--- src/rtl/rpn_token_sequencer.sv ---
// Token front-end for an RPN stack calculator: accepts one opcode per handshake,
// checks it against the tracked stack depth and drives the calculator command pulses.
module rpn_token_sequencer #(
  parameter int STACKDEPTH = 32,
  parameter int DW         = 32
) (
  input  logic                            clock,
  input  logic                            reset_n,
  input  logic                            tok_valid,
  output logic                            tok_ready,
  input  logic [2:0]                      tok_op,
  input  logic [DW-1:0]                   tok_value,
  output logic [DW-1:0]                   calc_value,
  output logic                            calc_push,
  output logic                            calc_pop,
  output logic                            calc_add,
  output logic                            calc_sub,
  output logic                            calc_mul,
  input  logic [DW-1:0]                   calc_stack0,
  output logic                            res_valid,
  input  logic                            res_ready,
  output logic [DW-1:0]                   res_data,
  output logic [$clog2(STACKDEPTH+1)-1:0] depth,
  output logic                            err_underflow,
  output logic                            err_overflow,
  input  logic                            err_clear
);

  localparam int DEPW = $clog2(STACKDEPTH + 1);
  localparam logic [DEPW-1:0] MAX_DEPTH = DEPW'(STACKDEPTH);

  typedef enum logic [1:0] {IDLE, ISSUE, DRAIN, RESULT} state_e;
  typedef enum logic [2:0] {
    OP_NOP, OP_PUSH, OP_POP, OP_ADD, OP_SUB, OP_MUL, OP_PEEK, OP_CLEAR
  } op_e;

  state_e          state, state_d;
  op_e             op_q, op_d;
  logic            accept;
  logic            tok_ready_d, res_valid_d;
  logic            push_d, pop_d, add_d, sub_d, mul_d;
  logic [DW-1:0]   calc_value_d, res_data_d;
  logic [DEPW-1:0] depth_d;
  logic            set_udf, set_ovf;

  assign accept = tok_valid & tok_ready;

  // NOTE: sequential state uses non-blocking assignments so every register
  // samples the pre-edge values, independent of statement order.
  always_ff @(posedge clock or negedge reset_n) begin
    if (!reset_n) begin
      state         <= IDLE;
      op_q          <= OP_NOP;
      tok_ready     <= 1'b0;
      calc_value    <= '0;
      calc_push     <= 1'b0;
      calc_pop      <= 1'b0;
      calc_add      <= 1'b0;
      calc_sub      <= 1'b0;
      calc_mul      <= 1'b0;
      res_valid     <= 1'b0;
      res_data      <= '0;
      depth         <= '0;
      err_underflow <= 1'b0;
      err_overflow  <= 1'b0;
    end else begin
      state         <= state_d;
      op_q          <= op_d;
      tok_ready     <= tok_ready_d;
      calc_value    <= calc_value_d;
      calc_push     <= push_d;
      calc_pop      <= pop_d;
      calc_add      <= add_d;
      calc_sub      <= sub_d;
      calc_mul      <= mul_d;
      res_valid     <= res_valid_d;
      res_data      <= res_data_d;
      depth         <= depth_d;
      // A flag raised on this edge wins over a simultaneous clear.
      err_underflow <= (err_underflow & ~err_clear) | set_udf;
      err_overflow  <= (err_overflow & ~err_clear) | set_ovf;
    end
  end

  // NOTE: every combinational output gets a default before the case so no
  // path leaves it unassigned, which would otherwise infer a latch.
  always_comb begin
    state_d = state;
    unique case (state)
      IDLE:    if (accept) state_d = (op_e'(tok_op) == OP_CLEAR) ? DRAIN : ISSUE;
      ISSUE:   state_d = (op_q == OP_PEEK) ? RESULT : IDLE;
      DRAIN:   if (depth == '0) state_d = IDLE;
      RESULT:  if (res_ready) state_d = IDLE;
      default: state_d = IDLE;
    endcase
  end

  always_comb begin
    op_d         = accept ? op_e'(tok_op) : op_q;
    tok_ready_d  = (state_d == IDLE);
    calc_value_d = calc_value;
    push_d       = 1'b0;
    pop_d        = 1'b0;
    add_d        = 1'b0;
    sub_d        = 1'b0;
    mul_d        = 1'b0;
    res_valid_d  = res_valid;
    res_data_d   = res_data;
    depth_d      = depth;
    set_udf      = 1'b0;
    set_ovf      = 1'b0;
    unique case (state)
      IDLE: if (accept) begin
        unique case (op_e'(tok_op))
          OP_PUSH: if (depth < MAX_DEPTH) begin
            push_d       = 1'b1;
            calc_value_d = tok_value;
            depth_d      = depth + DEPW'(1);
          end else set_ovf = 1'b1;
          OP_POP: if (depth != '0) begin
            pop_d   = 1'b1;
            depth_d = depth - DEPW'(1);
          end else set_udf = 1'b1;
          OP_ADD, OP_SUB, OP_MUL: if (depth > DEPW'(1)) begin
            add_d   = (op_e'(tok_op) == OP_ADD);
            sub_d   = (op_e'(tok_op) == OP_SUB);
            mul_d   = (op_e'(tok_op) == OP_MUL);
            depth_d = depth - DEPW'(1);
          end else set_udf = 1'b1;
          // First drain pop is issued on the accept edge so pops run back to back.
          OP_CLEAR: if (depth != '0) begin
            pop_d   = 1'b1;
            depth_d = depth - DEPW'(1);
          end
          default: ;
        endcase
      end
      ISSUE: if (op_q == OP_PEEK) begin
        res_data_d  = calc_stack0;
        res_valid_d = 1'b1;
      end
      DRAIN: if (depth != '0) begin
        pop_d   = 1'b1;
        depth_d = depth - DEPW'(1);
      end
      RESULT: if (res_ready) res_valid_d = 1'b0;
      default: ;
    endcase
  end

endmodule

--- config.mk ---
export PLATFORM = sky130hd
export DESIGN_NAME = rpn_token_sequencer
export DESIGN_NICKNAME = d
export VERILOG_FILES = /design/src/rtl/rpn_token_sequencer.sv
export SDC_FILE = /design/constraint.sdc
export NUM_CORES = 1
export LEC_CHECK = 0
export ABC_CLOCK_PERIOD_IN_PS = 1780
export BUFFER_PORTS_ARGS = -buffer_cell sky130_fd_sc_hd__buf_2
export CAP_MARGIN = 5
export CORE_AREA = 2 2 96 98
export DETAILED_ROUTE_END_ITERATION = 10
export DIE_AREA = 0 0 98 100
export PLACE_DENSITY = 0.73
export SYNTH_ARGS = -nofsm -noshare
export SYNTH_HDL_FRONTEND = slang
export SYNTH_SLANG_ARGS = --single-unit
--- constraint.sdc ---
create_clock -name clock -period 1.78 [get_ports clock]
set_input_delay 0 -clock clock [delete_from_list [all_inputs] [get_ports clock]]
set_output_delay 0 -clock clock [all_outputs]
set_load 0.005 [all_outputs]
Word-level counts from Yosys, hierarchy flattened:

Index checks and enable logic that the tools add are counted.

* $add $sub $neg: 2
* multipliers: 0
* divide/modulo/power cells: 0
* order comparisons: 2
* eq/ne operators: 16
* shift-type cells: 0
* muxes and demuxes: 44
* bitwise logic cells: 6
* reductions and logical operators: 12

Operators with widths (count)
* 1-bit two-way mux: 29
* 6-bit two-way mux: 4
* 6-bit case mux with 3 select lines: 1
* 3-bit == test, second input constant: 4
* 6-bit case mux with 2 select lines: 1
* 2-bit two-way mux: 5
* 2-bit case mux with 4 select lines: 1
* 6-bit by 1-bit adder with 6-bit output, second input constant: 1
* 3-bit by 2-bit == test with 1-bit output, second input constant: 2
* 6-bit by 1-bit greater-than comparator with 1-bit output, second input constant: 1
* 6-bit logical NOT: 1
* 6-bit < comparator, second input constant: 1
* 2-bit inequality test, second input constant: 3
* 3-bit inequality test, second input constant: 2
* 1-bit case mux with 2 select lines: 3
* 6-bit nonzero test: 1
* 6-bit by 1-bit subtractor with 6-bit output, second input constant: 1
* 5-bit AND reduction: 1
* 2-bit == test, second input constant: 2
* 2-bit logical NOT: 2
* 4-bit by 2-bit inequality test with 1-bit output, second input constant: 1
* 4-bit AND reduction: 1
* 2-bit nonzero test: 2
* 1-bit AND: 3
* other kinds (8): 9

* bits in registers: 84
* bits in latches: 0
* bits in writable memories: 0
* ROM bits: 0
* input bits: 72
* output and inout port bits: 79
* logic and storage cells: 96
* memories: 0

Depth between registers and ports, before layout:

Gate-level depths: netlist of run 1.

* word-level depth: 6
* depth in mapped cells: 7

Worst setup path before layout of run 1:

No wires, ideal clock.

* kind: reg2reg
* from: register state[0]
* to: register calc_value[0]
* library setup time: 0.125 ns
* arrival time: 1.755 ns
* data required time: 1.655 ns
* slack: -0.100 ns
* stages on the path, launching flop included: 8
* buffers on the path: 3
* period minus slack after synthesis: 1.880 ns
* path through: dfrtp_1 > buf_4 > nor3_4 > nand2_2 > or3_1 > buf_6 > buf_6 > mux2_4

* word-level cells in the longest chain between the ends: 2

RTL lines
* from (decl): line 37 `state_e state, state_d;`
* from (signal assigned): line 67 `state <= state_d;`
* 2-bit logical NOT: line 112 `unique case (state)`
* 4-bit AND reduction (no source line)
* to (signal assigned): line 70 `calc_value <= calc_value_d;`
* to (decl): line 13 `output logic [DW-1:0] calc_value,`

Every way passes these cells.
A chain may end at the register's enable or synchronous reset.

Worst setup path in the final report of run 1:

* from: register depth[3]
* to: register depth[0]

* word-level cells in the longest chain between the ends: 5
* elaborated cells between the ends (all ways): 10

RTL lines
* from (decl): line 23 `output logic [$clog2(STACKDEPTH+1)-1:0] depth,`
* from (signal assigned): line 78 `depth <= depth_d;`
* parallel branches: the longest is 5 deep, another holds 6-bit by 1-bit greater-than comparator with 1-bit output

Parallel ways; which one is timed is not known. The select of a mux whose other input is x is not followed.

==> metrics.yaml, run 1 <==
clock_tree:
  clk_pin_slew_ns: 0.09
  clockRootBuffer: "clkbuf_8"
  cts_made_buffers: 9
  clock_path_buffers: 2
  cts_sinks: 84
  cts_tree: "yes"
  cts_htree_levels: 3
  insertion_delay_ns: 0.35
worst_setup_path:
  arrival_ns: 2.10
  endpoint_kind: "flip-flop"
  required_ns: 2.01
  reg2reg_to: "depth[0]"
  worstPathMaxFanout: 7
  r2r-start: "depth[3]"
  worstSetupPathType: "reg2reg"
  reg2reg_slack_ns: -0.09
  rr_worst_depth: 6
  cp-start-kind: "flip-flop"
yosys:
  synthesis.area_mm2: 0.003801
  avgSynthCellArea_um2: 14.03
  yosys_warnings: 0
  yosysSeqAreaShare_pct: 55.30
  synthCells: 271
  synth_seq_cells: 84
  synth_ff_type: "dfrtp_1"
  synth-edff-count: 0
  synth_cell_types: 51
  async_flop_share_pct: 100.0
  syn-num-nets: 347
timing:
  rsz0062_at_grt: "true"
  period_minus_slack_ns: 1.871
  hold_viol: 0
  slew_headroom_pct: 61.36
  final_max_slew_viol_count: 0
  finalCritPeriodShare_pct: 105.1
  hold_ws_ns: 0.09212
  setup_ws_ns: -0.09085
  finalSetupViolations: 4
  worst_pin_slew_ns: 0.5774
  fin_worst_skew_ns: 0.01255
  fmax_ghz: 0.5345
  tns_ns: -0.2284
power_and_ir_drop:
  max-vdd-ir-drop_uv: 830.0
  internal-power_uw: 5809
  pwr-share-seq_pct: 36.3
  p_switching_uw: 2648
  powerDensity_mw_per_mm2: 1409
  clock_power_share_pct: 20.2
  leakage_uw: 0.003079
  p_sw_share_pct: 31.31
  comb_power_share_pct: 43.5
detailed_routing:
  drt_iter0_markers: 69
  firstDrtPassIters: 4
  avgViaCountPerCell: 4.936
  final_antenna_net_count: 0
  avgRoutedWirePerCell_um: 16.24
  routed_wl_um: 10350
  via_count: 3144
  drc: 0
placement:
  io_buffer_count: 150
  routabilityCongestion: 0.8412
  dp_hpwl_um: 6208
floorplan:
  die_y_um: 100
  core_area_mm2: 0.008890
  die_area_mm2: 0.009800
  ios: 151
  placementRows: 35
  die_w_um: 98
  start_util_pct: 42.76
hold_path:
  hold_path.class: "in2reg"
  hold_end: "op_q[1]"
  worstHoldStart: "tok_op[1]"
  min_path_cells: 3
cells_and_area:
  fin_nets: 597
  diodes: 0
  area_delta_synth_final_pct: 57.93
  final_layout_size_suffix_gt1_share_pct: 58.56
global_route:
  grt_pass1_wl_um: 16440
  top_usage_layer: "met2"
  grt_use_total_pct: 21.34
  use_met2_pct: 38.78
  grt_pass1_vias: 3344
  antenna_found_initial: 0
  grt_max_degree: 47
  use_met1_pct: 25.11
  grt_use_met3_pct: 4.248
  grt.overflow.total: 0
outcome:
  outcome: "finished with violations"
  failed_checks: "negative setup slack"
run:
  drv_cap: 0
==> per-layer routing <==
layer	wire [um]	part of all wire, %
met1	4070	39
met2	5693	55
met3	424	4.1
met4	158	1.5
met5	0	0
==> synthesized netlist by cell type (2+ instances only) <==
| cell | number | area share, % |
|---|---|---|
| or2_2 | 2 | 0.33 |
| mux2_4 | 29 | 11 |
| a22o_1 | 3 | 0.69 |
| nand3_1 | 5 | 0.66 |
| and3_1 | 3 | 0.49 |
| nand2_1 | 8 | 0.79 |
| a21oi_1 | 6 | 0.79 |
| nor2_1 | 8 | 0.79 |
| nor2b_1 | 2 | 0.33 |
| ha_1 | 4 | 1.3 |
| a211oi_1 | 2 | 0.39 |
| a221oi_1 | 2 | 0.46 |
| a31oi_1 | 2 | 0.33 |
| dfrtp_1 | 84 | 55 |
| o22ai_1 | 3 | 0.49 |
| mux2_2 | 39 | 12 |
| nor3_1 | 6 | 0.79 |
| xnor2_1 | 5 | 1.2 |
| inv_1 | 6 | 0.59 |
| or3_1 | 2 | 0.33 |
| buf_2 | 8 | 1.1 |
| nor4_1 | 2 | 0.33 |
| nand3b_1 | 2 | 0.39 |
| buf_6 | 6 | 1.8 |
| nand2b_1 | 3 | 0.49 |
| o21ai_0 | 4 | 0.53 |
==> power by group through the flow <==
stage / clock (uW) / sequential (uW) / combinational (uW)
3_3_place_gp: 0 / 3040 / 3110
2_1_floorplan: 0 / 3120 / 1700
4_1_cts: 1760 / 3060 / 3400
5_1_grt: 1850 / 3160 / 3990
3_5_place_dp: 0 / 3090 / 3180
6_report: 1710 / 3070 / 3680
==> placed cells by master, fill, tap and decap left out, types with 5 or more instances in the layout <==
| cell type | synthesis | final |
|---|---|---|
| clkbuf_8 | 0 | 11 |
| nand3_1 | 5 | 5 |
| mux2_4 | 29 | 29 |
| nor2_1 | 8 | 5 |
| buf_4 | 1 | 32 |
| mux2_2 | 39 | 39 |
| dlygate4sd3_1 | 0 | 68 |
| buf_2 | 8 | 149 |
| dfrtp_1 | 84 | 81 |
| a21oi_1 | 6 | 6 |
| nand2_1 | 8 | 7 |
==> registers in the layout, indices dropped and copies added, names as in the netlist <==
signal / count
tok_ready: 1
calc_sub: 1
res_valid: 1
res_data: 32
depth: 6
err_overflow: 1
calc_mul: 1
calc_add: 1
err_underflow: 1
calc_value: 32
calc_push: 1
calc_pop: 1
op_q: 3
state: 2
==> cell type report <==
cell class	instances	area [um^2]
clock buffer	11	151.4
clock inverter	5	106.4
fill	656	2887
inverter	6	22.52
multi-input combinational	165	1702
sequential	84	2106
tap	111	138.9
timing repair buffer	255	1777
==> what timing repair did <==
item	CTS	global route
setup buffers	0	4
pin swaps	3	3
hold buffers	68	0
hold endpoints to repair	107	0
cloned	1	0
endpoints found under the setup margin	35	28
resized for setup	12	19
==> per-stage QoR <==
step / util [%] / setup WS (ns) / std cells / power [uW] / instance area [um^2]
6_report: 67.53 / -0.09085 / 637 / 8457 / 6003
5_1_grt: 67.53 / -0.1591 / 637 / 8991 / 6003
4_1_cts: 66.12 / -0.04602 / 633 / 8215 / 5878
3_5_place_dp: 54.78 / -0.09558 / 548 / 6272 / 4870
3_3_place_gp: 54.78 / -0.006836 / 548 / 6148 / 4870
2_1_floorplan: - / -0.06446 / 271 / 4819 / 3825
==> worst max path at each step <==
stage / depth (start not counted) / from / slack, ns / to
after CTS: 5 / depth[3] / -0.05 / depth[2]
after floorplan: 7 / state[0] / -0.06 / calc_value[0]
final: 6 / depth[3] / -0.09 / depth[0]
after global routing: 5 / depth[3] / -0.16 / depth[2]
after detailed placement: 7 / depth[0] / -0.1 / depth[2]
after global placement: 5 / depth[2] / -0.007 / depth[3]
==> worst max-delay path, cell delays in order, from the launching register on <==
cell,delay (ns)
dfrtp_1,0.43
or4_4,0.58
a211oi_4,0.21
o41a_4,0.23
buf_4,0.14
nor2_4,0.04
xnor2_2,0.13
==> kinds of logic (layout without fill, tap and decap cells) <==
| kind of cell | after synthesis | in the layout | share of synthesized area (%) |
|---|---|---|---|
| muxes | 69 | 69 | 23.27 |
| and+or+nand+nor | 54 | 54 | 8.690 |
| buffers and inverters | 22 | 277 | 3.719 |
| adders and majority gates | 4 | 4 | 1.317 |
| DFF | 84 | 84 | 55.30 |
| AOI/OAI and AO/OA | 32 | 32 | 6.320 |
| xor gates and xnor gates | 6 | 6 | 1.382 |
(Power assumes the default switching activity.)
==> run 2, diff against run 1 <==
Settings changed: CORE_AREA 2 2 96 98 to 2 2 101 103, DIE_AREA 0 0 98 100 to 0 0 103 105, PLACE_DENSITY 0.73 to 0.66.
==> run 2 against run 1 <==
Against the previous run: combinational power down 2%; critical endpoint is now depth[3]; final cell count rose by 3.3%; first-iteration DRC count is 35% higher; total power fell by 1.9%; non-clock buffer count decreased by 1; utilization is 5.4 points lower; fmax up 3.2%; wire length shrank 2.0%; the run still ends with negative setup slack left; die area up 10%; flip-flop and latch count unchanged; worst hold slack lost 0.061 ns.
==> metrics.yaml, run 2 (synthesis gave the netlist of run 1 again) <==
worst_setup_path:
  critPathLaunch: "depth[3]"
  arrival_ns: 2.04
  cp-start-kind: "flip-flop"
  endpoint_kind: "flip-flop"
  worstPathMaxFanout: 3
  required_ns: 2.01
  r2r-start: "depth[3]"
  worstSetupPathType: "reg2reg"
placement:
  place_inst: 570
  dp_hpwl_um: 6414
  io_buffer_count: 150
  routabilityCongestion: 0.8028
floorplan:
  start_util_pct: 39.43
  die_area_mm2: 0.01082
  core_area_mm2: 0.009639
  die_w_um: 103
  die_y_um: 105
  ios: 151
  placementRows: 36
cells_and_area:
  multi_input_area_mm2: 0.001690
  final_cells: 658
  area_delta_synth_final_pct: 57.60
  reg.largest.list: "calc_value: 32 flops, res_data: 32 flops, depth: 6 flops"
  regArea_mm2: 0.002105
  fillers: 794
  final_layout_size_suffix_gt1_share_pct: 57.52
  fin_nets: 596
  final_cell_mix: "buf_2 (149), dfrtp_1 (82), dlygate4sd3_1 (69), mux2_2 (39), buf_4 (31)"
  mostFrequentLayoutCell: "buf_2"
  diodes: 0
detailed_routing:
  drt_iter0_markers: 93
  avgRoutedWirePerCell_um: 15.41
  final_antenna_net_count: 0
  drc: 0
  avgViaCountPerCell: 4.720
  routed_wl_um: 10140
  firstDrtPassIters: 4
  via_count: 3106
clock_tree:
  clock_path_buffers: 2
  clk_pin_slew_ns: 0.09
  cts_made_buffers: 9
  insertion_delay_ns: 0.35
  cts_htree_levels: 3
  cts_sinks: 84
  cts_tree: "yes"
  clockRootBuffer: "clkbuf_8"
power_and_ir_drop:
  internal-power_uw: 5685
  leakage_uw: 0.003057
  p_sw_share_pct: 31.49
  clock_power_share_pct: 19.7
  comb_power_share_pct: 43.6
  max-vdd-ir-drop_uv: 531.7
  p_switching_uw: 2613
  powerDensity_mw_per_mm2: 1385
  pwr-share-seq_pct: 36.7
timing:
  finalCritPeriodShare_pct: 101.8
  setup_ws_ns: -0.03199
  finalSetupViolations: 2
  fin_worst_skew_ns: 0.01042
  period_minus_slack_ns: 1.812
  final_max_slew_viol_count: 0
  tns_ns: -0.05056
  worst_pin_slew_ns: 0.4889
  slew_headroom_pct: 67.29
  fmax_ghz: 0.5519
  rsz0062_at_grt: "true"
  hold_viol: 0
outcome:
  outcome: "finished with violations"
  failed_checks: "negative setup slack"
run:
  drv_cap: 0
global_route:
  grt_pass1_vias: 3221
  grt_pass1_wl_um: 15900
  antenna_found_initial: 0
  grt_use_total_pct: 18.94
  grt.overflow.total: 0
  grt_max_degree: 67
hold_path:
  hold_path.class: "in2reg"
  worstHoldStart: "tok_op[1]"
==> run 2: cell types whose count changed in the layout (fill, tap and decap cells not counted), sizes merged <==
cell,delta
buf,-2
clkbuf,-1
clkinv,+1
dlygate4sd3,+1
==> run 2: final cells by class <==
class                   count  share of cell area [%]
repair buffers            254                   29.51
inverters                   6                  0.3759
clock inverters             6                   1.859
well taps                 133                   2.778
clock buffers              10                   2.130
multi-input cells         165                   28.22
flip-flops and latches     84                   35.13
==> run 2: worst max-delay path: stages (launching register included) <==
cell and delay [ns]:
dfrtp_1 0.43, or4_4 0.58, a211oi_4 0.21, nor4_1 0.08, buf_4 0.16, nor3_1 0.16
a211oi_1 0.07
==> run 2: stage by stage <==
stage	cell area [um^2]	util, %	hold WS (ns)	total power, uW	setup WS, ns
after floorplan	3825	-	-0.2956	4819	-0.06446
after global placement	4897	50.80	-0.09802	6162	-0.003049
after detailed placement	4897	50.80	-0.09983	6266	-0.06036
after CTS	5904	61.25	0.004658	8126	-0.02058
after global routing	5991	62.15	0.02804	8839	-0.07457
final	5991	62.15	0.03062	8299	-0.03199
==> run 2: layer usage <==
metal	share of wire, %	vias up	wire (um)	track usage, %
met4	2.4	0	246	7.143
met2	52	107	5249	32.75
met3	5.4	20	548	4.080
met1	40	1505	4094	22.70
met5	0	-	0	0
li1	-	1474	-	-
==> run 2: worst paths after layout <==
check	to	slack, ns	cells after the start
min	calc_add	0.03	3
max	depth[3]	-0.03	6
min in group asynchronous	res_data[8]	0.08	2
min reg2reg	res_valid	0.49	1
max reg2reg	depth[3]	-0.03	6
max in group asynchronous	calc_sub	1.08	3
==> run 2: power by group through the flow <==
stage / registers (uW) / logic (uW) / clock network [uW]
floorplan: 3120 / 1700 / 0
global placement: 3020 / 3140 / 0
detailed placement: 3070 / 3200 / 0
CTS: 3030 / 3410 / 1680
global route: 3150 / 3920 / 1760
finish: 3050 / 3620 / 1640
==> run 2: timing repair <==
action	CTS	global route
endpoints found under the setup margin	35	9
hold endpoints to repair	154	0
hold buffers	69	0
gates resized for setup	10	15
pin swaps	3	8
gates cloned	1	0
buffers inserted	1	1
==> run 3, diff against run 2 <==
Settings changed: CTS_BUF_LIST set to sky130_fd_sc_hd__clkbuf_8.
==> run 3 against run 2 <==
Against the previous run: the flow still finishes with violations (negative setup slack); critical path depth stayed put; fmax unchanged; first-iteration DRC count fell by 8.6%; largest power group unchanged; sequential power barely moved; register-to-register slack hardly changed; global-route usage stayed put; flip-flop and latch count unchanged.
==> metrics.yaml, run 3 (synthesis gave the netlist of run 1 again) <==
outcome:
  outcome: "finished with violations"
  failed_checks: "negative setup slack"
detailed_routing:
  drt_iter0_markers: 85
  avgRoutedWirePerCell_um: 15.41
  final_antenna_net_count: 0
  firstDrtPassIters: 4
  drc: 0
  routed_wl_um: 10140
  via_count: 3107
  avgViaCountPerCell: 4.722
timing:
  setup_ws_ns: -0.03199
  tns_ns: -0.05056
  hold_viol: 0
  hold_ws_ns: 0.03042
  final_max_slew_viol_count: 0
  fin_worst_skew_ns: 0.01042
  finalCritPeriodShare_pct: 101.8
  worst_pin_slew_ns: 0.4881
  rsz0062_at_grt: "true"
  fmax_ghz: 0.5519
  period_minus_slack_ns: 1.812
  slew_headroom_pct: 67.34
  finalSetupViolations: 2
worst_setup_path:
  required_ns: 2.01
  endpoint_kind: "flip-flop"
  worstSetupPathType: "reg2reg"
  worstPathMaxFanout: 3
  slowest_delay_ns: 0.58
  cp-start-kind: "flip-flop"
  worst_path_max_delay_cell: "or4_4"
  cp.buffers_inverters: 1
  arrival_ns: 2.04
  path_cells: "or4_4, a211oi_4, nor4_1, buf_4, nor3_1, a211oi_1"
  cp_top_family: "simple AND/OR/NAND/NOR gates"
  critPathLaunch: "depth[3]"
  r2r-start: "depth[3]"
cells_and_area:
  diodes: 0
  reg.largest.list: "calc_value: 32 flops, res_data: 32 flops, depth: 6 flops"
  final_cell_mix: "buf_2 (149), dfrtp_1 (82), dlygate4sd3_1 (69), mux2_2 (39), buf_4 (31)"
  fillers: 794
  area_delta_synth_final_pct: 57.60
  mostFrequentLayoutCell: "buf_2"
  fin_nets: 596
  final_cells: 658
  final_layout_size_suffix_gt1_share_pct: 57.52
clock_tree:
  cts_tree: "yes"
  cts_sinks: 84
  insertion_delay_ns: 0.35
  cts_made_buffers: 9
  clock_path_buffers: 2
  cts_htree_levels: 3
  clk_pin_slew_ns: 0.09
  clockRootBuffer: "clkbuf_8"
hold_path:
  hold_path.class: "in2reg"
  worstHoldStart: "tok_op[1]"
global_route:
  grt_pass1_wl_um: 15900
  grt_max_degree: 67
  grt_use_total_pct: 18.94
  grt_pass1_vias: 3221
  grt.overflow.total: 0
  antenna_found_initial: 0
floorplan:
  die_y_um: 105
  die_w_um: 103
  placementRows: 36
  core_area_mm2: 0.009639
  start_util_pct: 39.43
  die_area_mm2: 0.01082
  ios: 151
placement:
  place_inst: 570
  post-place-ws_ns: -0.06036
  routabilityCongestion: 0.8028
  dp_hpwl_um: 6414
  io_buffer_count: 150
power_and_ir_drop:
  powerDensity_mw_per_mm2: 1385
  p_total_uw: 8294
  leakage_uw: 0.003061
  max-vdd-ir-drop_uv: 531.7
run:
  drv_cap: 0
==> run 3: changes by cell type in the layout (fill, tap and decap cells not counted) <==
| cell | previous run | this run |
|---|---|---|
| clkbuf_1 | 1 | 0 |
| inv_1 | 4 | 5 |
==> run 3: worst paths after layout <==
path                                to  slack (ns)  cells after the start
max in group asynchronous     calc_sub        1.08                      3
setup reg to reg              depth[3]       -0.03                      6
hold reg to reg              res_valid        0.49                      1
setup / recovery              depth[3]       -0.03                      6
min in group asynchronous  res_data[8]        0.08                      2
hold / removal                calc_add        0.03                      3
==> run 3: repair_timing <==
item,in CTS,in global routing
setup endpoints to repair,35,9
pin swaps,3,8
hold endpoints to repair,154,0
resized for setup,10,15
setup buffers,1,1
hold buffers,69,0
cloned,1,0
==> run 3: per-layer routing <==
layer / track usage (%) / part of all wire (%)
met3: 4.080 / 5.4
met4: 7.143 / 2.4
met5: 0 / 0
met1: 22.70 / 40
met2: 32.75 / 52
==> run 3: worst reg2reg max path: stages (launching register included) <==
cell and delay (ns):
dfrtp_1 0.43, or4_4 0.58, a211oi_4 0.21, nor4_1 0.08, buf_4 0.16, nor3_1 0.16, a211oi_1 0.07
==> run 3: stage by stage <==
stage / cell area [um^2] / utilization (%)
final: 5991 / 62.15
after CTS: 5904 / 61.25
after floorplan: 3825 / -
after global placement: 4897 / 50.80
after global routing: 5991 / 62.15
after detailed placement: 4897 / 50.80
==> run 3: final cells by class <==
| class | count | area, um^2 | share of cell area (%) |
|---|---|---|---|
| Timing Repair Buffer | 254 | 1768 | 29.51 |
| Sequential cell | 84 | 2105 | 35.13 |
| Clock inverter | 7 | 115.1 | 1.921 |
| Multi-Input combinational cell | 165 | 1690 | 28.22 |
| Tap cell | 133 | 166.4 | 2.778 |
| Inverter | 6 | 22.52 | 0.3759 |
| Clock buffer | 9 | 123.9 | 2.068 |
==> run 3: power breakdown <==
part | total, uW | switching, uW | internal [uW]
registers | 3050 | 407 | 2640
logic | 3620 | 1500 | 2110
clock network | 1630 | 703 | 930
total | 8290 | 2610 | 5680
